[src/rtl/instr_fetch.sv]
// Instruction fetch unit: at most one outstanding memory request feeding a small in-order buffer.
// Optional feature macro: FETCH_MISALIGN_CHECK_EN adds a sticky fetch_fault output.
module instr_fetch #(
  parameter logic [31:0] RESET_PC  = 32'h0000_0000,
  parameter int          BUF_DEPTH = 2
) (
  input  logic        clk,
  input  logic        rst,
  output logic        imem_req_valid,
  input  logic        imem_req_ready,
  output logic [31:0] imem_req_addr,
  input  logic        imem_rsp_valid,
  input  logic [31:0] imem_rsp_data,
  output logic [31:0] instruction,
  output logic [31:0] instr_pc,
  output logic        instr_valid,
  input  logic        instr_ready,
  input  logic        redirect,
  input  logic [31:0] redirect_target
`ifdef FETCH_MISALIGN_CHECK_EN
  ,
  output logic        fetch_fault
`endif
);

  localparam int PTR_W = (BUF_DEPTH > 2) ? $clog2(BUF_DEPTH) : 1;
  localparam int CNT_W = PTR_W + 1;
  localparam logic [CNT_W-1:0] FULL_CNT = CNT_W'(BUF_DEPTH);
  localparam logic [CNT_W-1:0] CNT_ONE  = CNT_W'(1);
  localparam logic [PTR_W-1:0] PTR_ONE  = PTR_W'(1);

  typedef enum logic [1:0] {
    IDLE  = 2'd0,
    FETCH = 2'd1,
    WAIT  = 2'd2,
    DROP  = 2'd3
  } state_t;

  state_t            state_reg, state_next;
  // PCs are held as word addresses so alignment and the 2^32 wrap come for free.
  logic [29:0]       fetch_word_reg, fetch_word_next;
  logic [29:0]       pend_word_reg;
  logic [29:0]       target_word;

  logic [CNT_W-1:0]  count_reg, count_next;
  logic [PTR_W-1:0]  head_reg, head_next;
  logic [PTR_W-1:0]  tail_reg, tail_next;
  logic [31:0]       data_q [BUF_DEPTH];
  logic [31:0]       pc_q   [BUF_DEPTH];
  logic [BUF_DEPTH-1:0] wr_en;

  logic              req_fire;
  logic              rsp_push;
  logic              pop;
  logic              halted;

  assign target_word = redirect_target[31:2];

`ifdef FETCH_MISALIGN_CHECK_EN
  logic fault_reg;

  always_ff @(posedge clk) begin
    if (rst) begin
      fault_reg <= 1'b0;
    end else if (redirect && (redirect_target[1:0] != 2'b00)) begin
      fault_reg <= 1'b1;
    end
  end

  assign fetch_fault = fault_reg;
  assign halted      = fault_reg;
`else
  // Low target bits are deliberately dropped; this keeps them visibly consumed.
  logic unused_target_lsbs;
  assign unused_target_lsbs = ^redirect_target[1:0];
  assign halted             = 1'b0;
`endif

  // Outstanding is zero whenever the FSM sits in FETCH, so only buffer occupancy gates requests.
  assign imem_req_valid = (state_reg == FETCH) && (count_reg < FULL_CNT) && !halted;
  assign imem_req_addr  = {fetch_word_reg, 2'b00};
  assign req_fire       = imem_req_valid && imem_req_ready;
  assign rsp_push       = (state_reg == WAIT) && imem_rsp_valid && !redirect;

  assign instr_valid    = (count_reg != '0);
  assign pop            = instr_valid && instr_ready && !redirect;
  assign instruction    = data_q[head_reg];
  assign instr_pc       = pc_q[head_reg];

  always_comb begin
    state_next = state_reg;
    unique case (state_reg)
      IDLE:  state_next = FETCH;
      FETCH: begin
        if (req_fire) begin
          state_next = redirect ? DROP : WAIT;
        end
      end
      WAIT: begin
        if (imem_rsp_valid) begin
          state_next = FETCH;
        end else if (redirect) begin
          state_next = DROP;
        end
      end
      DROP: begin
        if (imem_rsp_valid) begin
          state_next = FETCH;
        end
      end
      default: state_next = IDLE;
    endcase
  end

  always_comb begin
    fetch_word_next = fetch_word_reg;
    if (redirect) begin
      fetch_word_next = target_word;
    end else if (req_fire) begin
      fetch_word_next = fetch_word_reg + 30'd1;
    end
  end

  always_ff @(posedge clk) begin
    if (rst) begin
      state_reg      <= IDLE;
      fetch_word_reg <= RESET_PC[31:2];
      pend_word_reg  <= '0;
    end else begin
      state_reg      <= state_next;
      fetch_word_reg <= fetch_word_next;
      if (req_fire) begin
        pend_word_reg <= fetch_word_reg;
      end
    end
  end

  always_comb begin
    count_next = count_reg;
    head_next  = head_reg;
    tail_next  = tail_reg;
    if (redirect) begin
      count_next = '0;
      head_next  = '0;
      tail_next  = '0;
    end else begin
      if (rsp_push) begin
        tail_next = tail_reg + PTR_ONE;
      end
      if (pop) begin
        head_next = head_reg + PTR_ONE;
      end
      unique case ({rsp_push, pop})
        2'b10:   count_next = count_reg + CNT_ONE;
        2'b01:   count_next = count_reg - CNT_ONE;
        default: count_next = count_reg;
      endcase
    end
  end

  genvar gi;
  generate
    for (gi = 0; gi < BUF_DEPTH; gi++) begin : g_wr_en
      assign wr_en[gi] = rsp_push && (tail_reg == PTR_W'(gi));
    end
  endgenerate

  // Entries are cleared on reset so the head reads as zero until the first push.
  always_ff @(posedge clk) begin
    if (rst) begin
      count_reg <= '0;
      head_reg  <= '0;
      tail_reg  <= '0;
      for (int i = 0; i < BUF_DEPTH; i++) begin
        data_q[i] <= '0;
        pc_q[i]   <= '0;
      end
    end else begin
      count_reg <= count_next;
      head_reg  <= head_next;
      tail_reg  <= tail_next;
      for (int i = 0; i < BUF_DEPTH; i++) begin
        if (wr_en[i]) begin
          data_q[i] <= imem_rsp_data;
          pc_q[i]   <= {pend_word_reg, 2'b00};
        end
      end
    end
  end

endmodule

[config.mk]
export PLATFORM = sky130hd
export DESIGN_NAME = instr_fetch
export DESIGN_NICKNAME = d
export VERILOG_FILES = /design/src/rtl/instr_fetch.sv
export SDC_FILE = /design/constraint.sdc
export NUM_CORES = 1
export LEC_CHECK = 0
export BUFFER_PORTS_ARGS = -buffer_cell sky130_fd_sc_hd__buf_2
export CORE_ASPECT_RATIO = 1.4
export CORE_MARGIN = 8
export CORE_UTILIZATION = 55
export CTS_CLUSTER_SIZE = 8
export DETAILED_ROUTE_END_ITERATION = 7
export PLACE_DENSITY = 0.8
export SLEW_MARGIN = 20
export SYNTH_ARGS = -nofsm -noshare
export SYNTH_HDL_FRONTEND = slang
export SYNTH_SLANG_ARGS = --single-unit
[constraint.sdc]
create_clock -name clk -period 7 [get_ports clk]
set_input_delay 0.7 -clock clk [delete_from_list [all_inputs] [get_ports clk]]
set_output_delay 0.7 -clock clk [all_outputs]
set_load 0.01 [all_outputs]
==> results of run 1 <==
==> path summary, 6_finish.rpt <==
path                                      endpoint  cells after the start
worst max-delay path            fetch_word_reg[26]                      5
worst max register to register  fetch_word_reg[26]                      5
worst min register to register   pend_word_reg[10]                      2
worst min-delay path             pend_word_reg[10]                      2
==> layout by cell type, fill, tap and decap left out, drive strengths merged, types with 5 or more instances in the layout <==
cell / instances
inv: 14
buf: 167
and2: 64
a211oi: 15
a21oi: 37
and4: 6
dfxtp: 67
ha: 5
o31ai: 11
nand4: 14
bufinv: 5
nand2: 75
nand3: 5
a311oi: 14
clkbuf: 20
or4: 10
nor2: 36
xor2: 9
mux2: 62
edfxtp: 124
and3: 6
xnor2: 6
==> power breakdown <==
part	switching, W	internal, W	leakage (nW)
clock network	0.000401	0.000639	0.302
logic	0.000165	0.000102	1.67
registers	0.0000428	0.00126	1.83
==> worst max-delay path: stages, from the launching register on <==
cell and delay (ns):
dfxtp_1 0.40, ha_1 0.31, and4b_1 0.46, nand4_1 0.50, or4_1 0.57, a311oi_1 0.31
==> cell families (layout without fill, tap and decap cells) <==
logic type,count (synthesis),count (layout)
other,1,4
multiplexers,62,62
AO/OA/AOI/OAI,93,93
flip-flops,191,191
XOR/XNOR,15,15
AND/OR/NAND/NOR,239,239
buffers and inverters,55,210
adder cells (fa/ha/maj),5,5
==> cell type report <==
class | instances | area [um2]
well taps | 189 | 236.5
inverters | 11 | 41.29
flip-flops and latches | 191 | 5066
multi-input cells | 418 | 2834
clock buffers | 20 | 436.7
fillers | 1121 | 4751
clock inverters | 12 | 207.7
repair buffers | 167 | 870.8
==> metrics by stage <==
stage          instance area [um2]  worst slack [ns]  utilization (%)
2_1_floorplan                 8098             2.409                -
3_3_place_gp                  9020             4.301            62.45
3_5_place_dp                  9020             4.199            62.45
4_1_cts                       9664             4.313            66.91
5_1_grt                       9693             4.161            67.11
6_report                      9693             4.345            67.11
==> routing by layer <==
layer | up-vias | part of all wire (%)
met5 | - | 0
met4 | 0 | 3.1
met3 | 42 | 5.6
met2 | 200 | 50
met1 | 2646 | 41
li1 | 2700 | -
==> metrics.cfg, run 1 <==
[status]
outcome = complete, no violations

[drt]
wl_per_cell_um = 17.57
drtAntennaViolNets = 0
num_vias = 5588
drt_iter0_drc = 385
routed_wl_mm = 17.71
firstDrtPassIters = 7
drc = 0
viasPerCell = 5.544

[die]
coreArea_um2 = 14440
die_w_um = 118.5
rows = 52
io_pins = 168
dieArea_um2 = 18890
initial_core_util_pct = 55.99
die_y_um = 159.5

[clocking]
cts_made_buffers = 17
cts_sinks = 191
cts_resized = 0
cts_buffer_depth = 2
post-cts-setup-buffers = 0
cts_tree = done
ctsHoldBuffers = 0
htree_levels = 4
root_buffer = clkbuf_16
path_clk_slew_ns = 0.07
clk-insertion-delay-late_ns = 0.41

[pwr]
total_power_w = 0.002612
power_leakage_nw = 3.804
max-vdd-ir-drop_mv = 0.1559
power_density_nw_per_um2 = 269.5

[cells_and_area]
layout-drive-gt1-share_pct = 33.58
largestRegisters = data_q (64), pc_q (60)
fin_cells = 1008
antenna_cells = 0
final_nets = 881
top_register = data_q
syn_to_final_growth_pct = 19.87
largest_reg_flops = 64

[placed_design]
gp_congestion = 0.8805
placed_cells = 975
hpwl_mm = 11.99
port-buffer-count = 161

[synth]
synthAdderAreaFrac_pct = 0.7736
ys_types = 49
synth.cell_area_um2 = 8087
synth_warnings = 0
synth_top_family_by_area = simple AND/OR/NAND/NOR gates
synth_area_leaders = edfxtp_1 (46%), dfxtp_1 (17%), mux2_2 (8.6%)
synth_xor_area_share_pct = 1.625
yosys.area_share.simple_pct = 15.69
synth_compound_area_share_pct = 7.783
synth-seq-cells = 191
synth_area_per_cell_um2 = 12.23
yosysTopAreaCell = edfxtp_1
netlist_top_cells_count = edfxtp_1 (124), nand2_1 (75), dfxtp_1 (67)
synthArstFlopShare_pct = 0
ys_seq_area_share_pct = 62.63
muxShareOfSynthArea_pct = 8.634
syn_inst = 661
synth_ff_type = edfxtp_1
yosysMostFrequentCell = edfxtp_1
synth_top_cell_area_share_pct = 46.05
synth_edf_count = 124

[sta]
period_share_pct = 37.93
tightest_slew_ns = 0.9085
min_period_ns = 2.655
hold_viol_final = 0
whs_ns = 0.4532
tns_ns = 0
fin_skew_ns = 0.01366
fmax_mhz = 376.6
slew_headroom_pct = 39.43
final_max_slew_viol_count = 0
rsz0062_at_grt = false
setup_violations = 0

[worst_setup_path]
criticalPathCategory = register to register
rrSetupSlack_ns = 4.34
crit_fanout = 12
r2r-start = state_reg[0]
required_ns = 7.31
crit_arrival_ns = 2.97
start_kind = register
critPathLaunch = state_reg[0]
cp-end-kind = register

[grt]
grt_max_degree = 68
busiest_layer = met2
grt_util_met2_pct = 31.43
grt_use_met1_pct = 20.68
grt_pass1_wl_mm = 28.19
antenna_found_initial = 0
met3_usage_pct = 5.039
overflow = 0
first_global_vias = 5777
grt_use_total_pct = 18.29

[flow_run]
maxCapViolCount = 0

[hold_path]
min-delay-start = pend_word_reg[10]
hold_class = register to register

No activity file was read; power rests on OpenSTA's default activity.
==> inputs of run 2 (changes only) <==
--- a/config.mk
+++ b/config.mk
@@ -8,10 +8,10 @@
 export BUFFER_PORTS_ARGS = -buffer_cell sky130_fd_sc_hd__buf_2
 export CORE_ASPECT_RATIO = 1.4
 export CORE_MARGIN = 8
-export CORE_UTILIZATION = 55
+export CORE_UTILIZATION = 49
 export CTS_CLUSTER_SIZE = 8
 export DETAILED_ROUTE_END_ITERATION = 7
-export PLACE_DENSITY = 0.8
+export PLACE_DENSITY = 0.76
 export SLEW_MARGIN = 20
 export SYNTH_ARGS = -nofsm -noshare
 export SYNTH_HDL_FRONTEND = slang
==> constraint.sdc (replaced) <==
create_clock -name clk -period 2.4 [get_ports clk]
set_input_delay 0.24 -clock clk [delete_from_list [all_inputs] [get_ports clk]]
set_output_delay 0.24 -clock clk [all_outputs]
set_load 0.01 [all_outputs]
==> metrics.cfg, run 2 (same netlist as run 1, synthesis figures left out) <==
[status]
outcome = complete, no violations  ; unchanged

[sta]
setup_violations = 0  ; unchanged
whs_ns = 0.08887  ; was 0.4532 ns
rsz0062_at_grt = false  ; unchanged
fmax_mhz = 468.8  ; was 376.6 MHz
tightest_slew_ns = 0.6298  ; was 0.9085 ns
slew_headroom_pct = 57.62  ; was 39.43%
min_period_ns = 2.133  ; was 2.655 ns
fin_skew_ns = 0.01178  ; was 0.01366 ns
final_max_slew_viol_count = 0  ; unchanged
tns_ns = 0  ; unchanged
period_share_pct = 88.88  ; was 37.93%
hold_viol_final = 0  ; unchanged

[grt]
first_global_vias = 5359  ; was 5777
antenna_found_initial = 0  ; unchanged
grt_pass1_wl_mm = 27.57  ; was 28.19 mm
grt_max_degree = 63  ; was 68
overflow = 0  ; unchanged
grt_use_total_pct = 16.23  ; was 18.29%

[cells_and_area]
antenna_cells = 0  ; unchanged
layout_common_cells = buf_2 (161), edfxtp_1 (124), nand2_1 (75), dfxtp_1 (66), and2_1 (64)  ; unchanged
multiInputGateArea_um2 = 2833  ; was 2834 um2
fin_cells = 1030  ; was 1008
fill_cells = 1322  ; was 1121
syn_to_final_growth_pct = 20.98  ; was 19.87%
largest_reg_flops = 64  ; unchanged
layout-drive-gt1-share_pct = 34.30  ; was 33.58%
top_register = data_q  ; unchanged
largestRegisters = data_q (64), pc_q (60)  ; unchanged
seq_area_um2 = 5066  ; unchanged
final_common_cell = buf_2  ; unchanged
final_nets = 893  ; was 881

[clocking]
htree_levels = 4  ; unchanged
clk-insertion-delay-late_ns = 0.41  ; about the same
ctsHoldBuffers = 0  ; unchanged
cts_resized = 0  ; unchanged
post-cts-setup-buffers = 0  ; unchanged
root_buffer = clkbuf_16  ; unchanged
cts_tree = done  ; unchanged
cts_buffer_depth = 2  ; unchanged
cts_made_buffers = 17  ; unchanged
cts_sinks = 191  ; unchanged
path_clk_slew_ns = 0.07  ; about the same

[pwr]
power_leakage_nw = 3.868  ; was 3.804 nW
max-vdd-ir-drop_mv = 0.5145  ; was 0.1559 mV
pwr-share-comb_pct = 10.9  ; was 10.2%
p_switching_w = 0.001788  ; was 0.0006082 W
power_frac_clock_pct = 37.9  ; was 39.8%
power_density_nw_per_um2 = 757.2  ; was 269.5 nW/um2
p_int_w = 0.005620  ; was 0.002004 W
pwr-share-seq_pct = 51.2  ; was 50.0%
swShare_pct = 24.13  ; was 23.28%

[die]
initial_core_util_pct = 50.00  ; was 55.99%
coreArea_um2 = 16170  ; was 14440 um2
die_y_um = 168  ; was 159.5 um
dieArea_um2 = 20930  ; was 18890 um2
rows = 55  ; was 52
io_pins = 168  ; unchanged
die_w_um = 124.6  ; was 118.5 um

[worst_setup_path]
cp-end-kind = register  ; unchanged
reg2reg_depth = 7  ; was 5
crit_fanout = 12  ; unchanged
crit_arrival_ns = 2.46  ; was 2.97 ns
criticalPathCategory = register to register  ; unchanged
required_ns = 2.72  ; was 7.31 ns
start_kind = register  ; unchanged

[drt]
drtAntennaViolNets = 0  ; unchanged
drc = 0  ; unchanged
drt_iter0_drc = 348  ; was 385
wl_per_cell_um = 17.04  ; was 17.57 um
num_vias = 5443  ; was 5588
firstDrtPassIters = 4  ; was 7
routed_wl_mm = 17.55  ; was 17.71 mm
viasPerCell = 5.284  ; was 5.544

[hold_path]
hold_class = primary input to register  ; was register to register
whs_path_depth = 3  ; was 2

[placed_design]
port-buffer-count = 161  ; unchanged
hpwl_mm = 11.99  ; about the same
placed_cells = 998  ; was 975
gp_congestion = 0.8461  ; was 0.8805

[flow_run]
maxCapViolCount = 0  ; unchanged

-- run 2: changes by cell type in the layout (fill, tap and decap cells not counted), moves of 2 or more --
cell,before,now
clkinvlp_4,3,0
bufinv_16,5,2
inv_6,3,1
inv_8,0,2
buf_4,5,13
buf_12,0,5
clkinv_2,0,2
-- run 2: worst paths after layout --
check,from,to,slack [ns]
worst max register to register,state_reg[1],fetch_word_reg[24],0.27
worst min-delay path,redirect_target[20],fetch_word_reg[18],0.09
worst min register to register,pend_word_reg[13],pend_word_reg[13],0.45
worst max-delay path,state_reg[1],fetch_word_reg[24],0.27
-- run 2: layout make-up --
| cell class | instances | area share [%] |
|---|---|---|
| clock buffers | 21 | 4.719 |
| clock inverters | 11 | 1.317 |
| inverters | 11 | 0.4220 |
| multi-input cells | 418 | 28.96 |
| flip-flops and latches | 191 | 51.78 |
| well taps | 199 | 2.545 |
| repair buffers | 179 | 10.26 |
-- run 2: through the flow --
step | utilization, % | worst slack (ns) | power, W | cell area, um2
final | 60.50 | 0.2668 | 0.007407 | 9783
after global routing | 60.50 | 0.1315 | 0.007695 | 9783
after CTS | 60.50 | 0.2823 | 0.007474 | 9783
after detailed placement | 56.84 | 0.2938 | 0.004677 | 9193
after global placement | 56.84 | 0.3867 | 0.004649 | 9193
after floorplan | - | 0.1180 | 0.004342 | 8109
-- run 2: worst max-delay path, cell delays in order, from the launching register on --
cell      delay [ns]
dfxtp_1         0.34
inv_1           0.08
ha_1            0.26
and4b_1         0.32
nand4_1         0.12
buf_4           0.20
or4_1           0.47
a311oi_1        0.26
-- run 2: layer usage --
| layer | routed length, um | track usage (%) |
|---|---|---|
| met1 | 7306 | 18.73 |
| met2 | 9034 | 28.28 |
| met3 | 912 | 4.400 |
| met4 | 295 | 5.780 |
| met5 | 0 | 0 |
-- run 2: power by group through the flow --
| stage | Combinational, W | Sequential, W | Clock (W) |
|---|---|---|---|
| 2_1_floorplan | 0.000485 | 0.00386 | 0 |
| 3_3_place_gp | 0.000797 | 0.00385 | 0 |
| 3_5_place_dp | 0.000811 | 0.00387 | 0 |
| 4_1_cts | 0.000817 | 0.00379 | 0.00286 |
| 5_1_grt | 0.000892 | 0.00381 | 0.00299 |
| 6_report | 0.000808 | 0.00379 | 0.00280 |
